==> config.mk <==
export PLATFORM = sky130hd
export DESIGN_NAME = req_err_capture
export DESIGN_NICKNAME = d
export VERILOG_FILES = /design/src/rtl/req_err_pkg.sv /design/src/rtl/req_err_chan.sv /design/src/rtl/req_err_capture.sv
export SDC_FILE = /design/constraint.sdc
export NUM_CORES = 2
export LEC_CHECK = 0
export CORE_ASPECT_RATIO = 0.75
export CORE_MARGIN = 2
export CORE_UTILIZATION = 30
export DETAILED_ROUTE_END_ITERATION = 8
export GPL_ROUTABILITY_DRIVEN = 0
export GPL_TIMING_DRIVEN = 0
export PLACE_DENSITY = 0.63
export SLEW_MARGIN = 0
export SYNTH_ARGS = -nofsm -noshare
export SYNTH_HDL_FRONTEND = slang
export SYNTH_HIERARCHICAL = 1
export SYNTH_SLANG_ARGS = --single-unit
==> constraint.sdc <==
create_clock -name clk -period 5.31 [get_ports clk]
set_input_delay 1.3275 -clock clk [delete_from_list [all_inputs] [get_ports clk]]
set_output_delay 1.3275 -clock clk [all_outputs]
set_load 0.02 [all_outputs]
==> src/rtl/req_err_pkg.sv <==
// Shared defaults and channel index constants for the request-checker
// error-capture block.
//   DATA_W_DEF / NCH_DEF / CNT_W_DEF : default word width, channel count, counter width
//   CH_*                             : channel index constants at the default NCH
package req_err_pkg;

   localparam int unsigned DATA_W_DEF = 64;
   localparam int unsigned NCH_DEF    = 4;
   localparam int unsigned CNT_W_DEF  = 16;

   localparam int unsigned CH_EVT  = 0;
   localparam int unsigned CH_HDR1 = 1;
   localparam int unsigned CH_HDR2 = 2;
   localparam int unsigned CH_DATA = 3;

endpackage

==> src/rtl/req_err_chan.sv <==
// One checked channel: compare, first-mismatch capture, sticky flag and
// saturating mismatch counter.
//   clk, reset          : clock, asynchronous active-high reset
//   err_clear           : synchronous clear, wins over a same-cycle mismatch
//   chk_valid           : compare strobe
//   expc, seen          : expected / observed word
//   mismatch_c          : combinational mismatch indication for this cycle
//   flag                : sticky error flag
//   cap_expc, cap_seen  : first mismatching pair
//   cnt                 : saturating mismatch count
module req_err_chan
   import req_err_pkg::*;
#(
   parameter int unsigned DATA_W = DATA_W_DEF,
   parameter int unsigned CNT_W  = CNT_W_DEF
) (
   input  logic              clk,
   input  logic              reset,
   input  logic              err_clear,
   input  logic              chk_valid,
   input  logic [DATA_W-1:0] expc,
   input  logic [DATA_W-1:0] seen,
   output logic              mismatch_c,
   output logic              flag,
   output logic [DATA_W-1:0] cap_expc,
   output logic [DATA_W-1:0] cap_seen,
   output logic [CNT_W-1:0]  cnt
);

   localparam logic [CNT_W-1:0] CNT_MAX = {CNT_W{1'b1}};

   assign mismatch_c = chk_valid && (expc != seen);

   // Capture only while the flag is still clear; count every mismatch up to CNT_MAX.
   always_ff @(posedge clk or posedge reset) begin
      if (reset) begin
         flag     <= 1'b0;
         cap_expc <= '0;
         cap_seen <= '0;
         cnt      <= '0;
      end else if (err_clear) begin
         flag     <= 1'b0;
         cap_expc <= '0;
         cap_seen <= '0;
         cnt      <= '0;
      end else if (mismatch_c) begin
         if (!flag) begin
            cap_expc <= expc;
            cap_seen <= seen;
         end
         flag <= 1'b1;
         if (cnt != CNT_MAX) begin
            cnt <= cnt + CNT_W'(1);
         end
      end
   end

endmodule

==> src/rtl/req_err_capture.sv <==
// Error capture for NCH expected/observed channels with first-error ordering
// and a registered readback port.
//   clk, reset          : clock, asynchronous active-high reset
//   chk_valid           : per-channel compare strobe
//   expc, seen          : packed expected / observed words, channel i at [i*DATA_W +: DATA_W]
//   err_clear           : synchronous clear of all captured state
//   err_sel             : readback channel select
//   expc_err, seen_err  : captured pair of the selected channel (0 if err_sel >= NCH)
//   err_cnt             : mismatch count of the selected channel (0 if err_sel >= NCH)
//   err_flag            : sticky per-channel flags
//   err_any             : registered OR of err_flag
//   first_ch            : first channel to err since reset/clear
//   first_valid         : first_ch is valid
module req_err_capture
   import req_err_pkg::*;
#(
   parameter int unsigned DATA_W = DATA_W_DEF,
   parameter int unsigned NCH    = NCH_DEF,
   parameter int unsigned CNT_W  = CNT_W_DEF,
   parameter int unsigned SEL_W  = $clog2(NCH)
) (
   input  logic                  clk,
   input  logic                  reset,
   input  logic [NCH-1:0]        chk_valid,
   input  logic [NCH*DATA_W-1:0] expc,
   input  logic [NCH*DATA_W-1:0] seen,
   input  logic                  err_clear,
   input  logic [SEL_W-1:0]      err_sel,
   output logic [DATA_W-1:0]     expc_err,
   output logic [DATA_W-1:0]     seen_err,
   output logic [CNT_W-1:0]      err_cnt,
   output logic [NCH-1:0]        err_flag,
   output logic                  err_any,
   output logic [SEL_W-1:0]      first_ch,
   output logic                  first_valid
);

   logic [NCH-1:0]    mis_c;
   logic [DATA_W-1:0] cap_expc [NCH];
   logic [DATA_W-1:0] cap_seen [NCH];
   logic [CNT_W-1:0]  cap_cnt  [NCH];
   logic [SEL_W-1:0]  first_idx_c;
   logic [DATA_W-1:0] rb_expc_c;
   logic [DATA_W-1:0] rb_seen_c;
   logic [CNT_W-1:0]  rb_cnt_c;

   // Per-channel compare and capture.
   for (genvar g = 0; g < int'(NCH); g++) begin : g_ch
      req_err_chan #(
         .DATA_W (DATA_W),
         .CNT_W  (CNT_W)
      ) u_chan (
         .clk        (clk),
         .reset      (reset),
         .err_clear  (err_clear),
         .chk_valid  (chk_valid[g]),
         .expc       (expc[g*DATA_W +: DATA_W]),
         .seen       (seen[g*DATA_W +: DATA_W]),
         .mismatch_c (mis_c[g]),
         .flag       (err_flag[g]),
         .cap_expc   (cap_expc[g]),
         .cap_seen   (cap_seen[g]),
         .cnt        (cap_cnt[g])
      );
   end

   // Lowest mismatching index wins; scanning downward leaves the lowest one last.
   always_comb begin
      first_idx_c = '0;
      for (int i = int'(NCH) - 1; i >= 0; i--) begin
         if (mis_c[i]) begin
            first_idx_c = SEL_W'(i);
         end
      end
   end

   // Readback select; an out-of-range err_sel matches no channel and yields 0.
   always_comb begin
      rb_expc_c = '0;
      rb_seen_c = '0;
      rb_cnt_c  = '0;
      for (int i = 0; i < int'(NCH); i++) begin
         if (err_sel == SEL_W'(i)) begin
            rb_expc_c = cap_expc[i];
            rb_seen_c = cap_seen[i];
            rb_cnt_c  = cap_cnt[i];
         end
      end
   end

   // First-error latch, err_any stage and readback registers.
   always_ff @(posedge clk or posedge reset) begin
      if (reset) begin
         first_ch    <= '0;
         first_valid <= 1'b0;
         err_any     <= 1'b0;
         expc_err    <= '0;
         seen_err    <= '0;
         err_cnt     <= '0;
      end else if (err_clear) begin
         first_ch    <= '0;
         first_valid <= 1'b0;
         err_any     <= 1'b0;
         expc_err    <= '0;
         seen_err    <= '0;
         err_cnt     <= '0;
      end else begin
         if (!first_valid && (|mis_c)) begin
            first_ch    <= first_idx_c;
            first_valid <= 1'b1;
         end
         err_any  <= |err_flag;
         expc_err <= rb_expc_c;
         seen_err <= rb_seen_c;
         err_cnt  <= rb_cnt_c;
      end
   end

endmodule
==> results.sh <==
export IMPL_cts_root_buf="clkbuf_16"
export IMPL_min_period_ps=4597
export IMPL_timing_hold_ws_ps=540.7
export IMPL_grt_pass1_wl_um=262200
export IMPL_vias=32339
export IMPL_cts_buffers=85
export IMPL_stdcell_count=6322
export IMPL_ys_types=37
export IMPL_grt_pass1_vias=32654
export IMPL_finalCritPeriodShare=0.8657
export IMPL_clk_pin_slew_worst_paths_ps=60
export IMPL_tns_ps=0
export IMPL_cts_tree="built"
export IMPL_die_w_um=430.4
export IMPL_layout_nets=4965
export IMPL_cp_end_kind="flop"
export IMPL_min_path_cells=2
export IMPL_synth_ff_type="dfrtp_1"
export IMPL_antenna_found_initial=49
export IMPL_cts_resized_gates=0
export IMPL_p_leak_uw=0.02281
export IMPL_max_vdd_ir_drop_v=0.0002048
export IMPL_critPathBufInv=3
export IMPL_drv_cap=0
export IMPL_yosysTopAreaCellShare=0.4454
export IMPL_synth_edf_count=0
export IMPL_power_density_nw_per_um2=285.7
export IMPL_initial_utilization=0.3018
export IMPL_synth_common_cells="nand2b_1 (961), mux2i_1 (800), dfrtp_1 (728)"
export IMPL_async_flop_share=1.000
export IMPL_cp_top_family="simple AND/OR/NAND/NOR gates"
export IMPL_synth_area_leader_cell="dfrtp_1"
export IMPL_startpoint_type="input port"
export IMPL_drcViolationCount=0
export IMPL_num_fill_cells=13236
export IMPL_drv_slew=0
export IMPL_tightest_slew_ps=1252
export IMPL_synth_area_top_cells="dfrtp_1 (45%), mux2i_1 (20%), nand2b_1 (15%)"
export IMPL_grt_max_degree=108
export IMPL_io_pins=673
export IMPL_worstSetupPathType="input port to flop"
export IMPL_synthCells=3678
export IMPL_synth_seq_area_share=0.4454
export IMPL_r2r_cells=8
export IMPL_clock_fmax_mhz=217.5
export IMPL_worst_path_max_fanout=10
export IMPL_placed_cells=6137
export IMPL_syn_avg_cell_area_um2=11.12
export IMPL_die_h_um=323.8
export IMPL_syn_cell_area_um2=40910
export IMPL_max_stage_delay_ps=940
export IMPL_cp_depth=11
export IMPL_cp_data_arrival_time_ps=5180
export IMPL_antenna_left=0
export IMPL_core_area_um2=135600
export IMPL_die_area_um2=139400
export IMPL_ys_ff_latch=728
export IMPL_mappedNetlistNets=4203
export IMPL_finalWorstSetupSlack_ps=713.1
export IMPL_postCtsHoldBufs=0
export IMPL_core_rowCount=117
export IMPL_clk_latency_ps=710
export IMPL_synth_most_common_cell="nand2b_1"
export IMPL_cts_sinks=728
export IMPL_hold_class="flop to flop"
export IMPL_gr_total_overflow=0
export IMPL_crit_required_ps=5900
export IMPL_status="completed"
export IMPL_fin_util=0.3912
export IMPL_pre_cts_ws_ps=10.34
export IMPL_setup_viol=0
export IMPL_wirelength_um=193800
export IMPL_hpwlAfterDp_um=156900
export IMPL_rsz0062_at_grt="no"
export IMPL_area_delta_synth_final_pct=29.65
export IMPL_post_cts_setup_buffer_count=0
export IMPL_hold_viol_final=0
export IMPL_initialDrtViolationCount=3042
export IMPL_cts_buffer_depth=3
export IMPL_dr_pass1_iters=6
export IMPL_path_cells="clkdlybuf4s50_1 > xor2_1 > nor4_1 > nand4_1 > nor4_4 > buf_6 > buf_6 > nor2_1 > nor2_1 > a21oi_1 > a211oi_1"
export IMPL_vias_per_cell=5.115
export IMPL_ys_warnings_count=6
export IMPL_htreeDepth=3
export IMPL_io_buffers=667
export IMPL_grt_usage=0.2713
export IMPL_drive_gt1_frac=0.07716
export IMPL_relSlewSlack=0.1577
export IMPL_critPathSlowestCell="nor4_1"
export IMPL_wire_per_inst_um=30.65
export IMPL_fin_skew_ps=29.00
[flip-flops by register name (all words and copies together), names as in the netlist]
name                  flops
first_valid               1
g_ch.u_chan/cnt          64
expc_err                 64
seen_err                 64
err_cnt                  16
first_ch                  2
g_ch.u_chan/flag          4
g_ch.u_chan/cap_seen    256
err_any                   1
g_ch.u_chan/cap_expc    256
[layout by cell type (no fill, tap or decap), types with 24 or more instances in the layout]
cell / count
clkbuf_16: 87
o22ai_1: 145
buf_2: 31
diode_2: 27
nand2b_1: 961
nor4_1: 71
mux2i_1: 800
dfrtp_1: 728
nand4_1: 36
buf_12: 45
nand3_1: 32
nor2_1: 57
nor2b_1: 24
mux2_2: 28
a21oi_1: 38
o31ai_1: 24
xor2_1: 256
clkdlybuf4s50_1: 667
clkbuf_1: 161
or2b_1: 64
or4_2: 24
[where the power goes]
group / internal, uW / switching (uW)
clock: 3740 / 2600
combinational: 1170 / 1620
sequential: 5840 / 195
total: 10700 / 4410
[area by class of cell]
cell class / count / area, um2 / share of cell area
inverters: 15 / 93.84 / 0.001769
diodes: 27 / 67.56 / 0.001274
clock inverters: 29 / 414.1 / 0.007809
clock buffers: 128 / 2531 / 0.04773
well taps: 1785 / 2233 / 0.04211
flip-flops and latches: 728 / 18220 / 0.3435
multi-input cells: 2671 / 20540 / 0.3873
repair buffers: 675 / 6834 / 0.1289
plain buffers: 264 / 2106 / 0.03970
[logic make-up (layout without fill, tap and decap cells)]
kind of cell,count (synthesis),count (layout),share of synthesized area
AND/OR/NAND/NOR,1358,1358,0.2082
buffers and inverters,279,1111,0.05285
adder cells (fa/ha/maj),4,4,0.001224
multiplexers,828,828,0.2035
flip-flops,728,728,0.4454
AO/OA/AOI/OAI,225,225,0.03411
XOR/XNOR,256,256,0.05481
other,0,27,0
[worst reg2reg max path, stage by stage, from the launching register on]
cell and delay [ps]:
dfrtp_1 450, ha_1 270, nand4_1 220, nor3_1 340, nand3_1 200, nand2_1 170
clkbuf_1 390, nor4b_1 150, mux2_2 320
[metrics by stage]
stage	cell area, um2	total power [uW]
2_1_floorplan	40910	7380
3_3_place_gp	49820	8839
3_5_place_dp	50020	8877
4_1_cts	52960	15210
5_1_grt	53010	15580
6_report	53040	15150
[per-layer routing]
layer  track usage  part of all wire  vias up
met5             0           0.00089        -
met4        0.1354             0.054       28
met3       0.06238             0.072      333
met2        0.4144              0.44     1402
met1        0.3609              0.43    16448
li1              -                 -    14128
[final timing paths]
check | startpoint | end | slack, ps
worst min-delay path | g_ch[0].u_chan/cap_seen[59] | g_ch[0].u_chan/cap_seen[59] | 540
min in group asynchronous | reset | err_any | 1660
worst max register to register | g_ch[3].u_chan/cnt[0] | g_ch[3].u_chan/cnt[6] | 2690
worst min register to register | g_ch[0].u_chan/cap_seen[59] | g_ch[0].u_chan/cap_seen[59] | 540
worst max-delay path | seen[19] | first_ch[0] | 710
max in group asynchronous | reset | expc_err[18] | 2640
No activity file was read; power rests on OpenSTA's default activity.
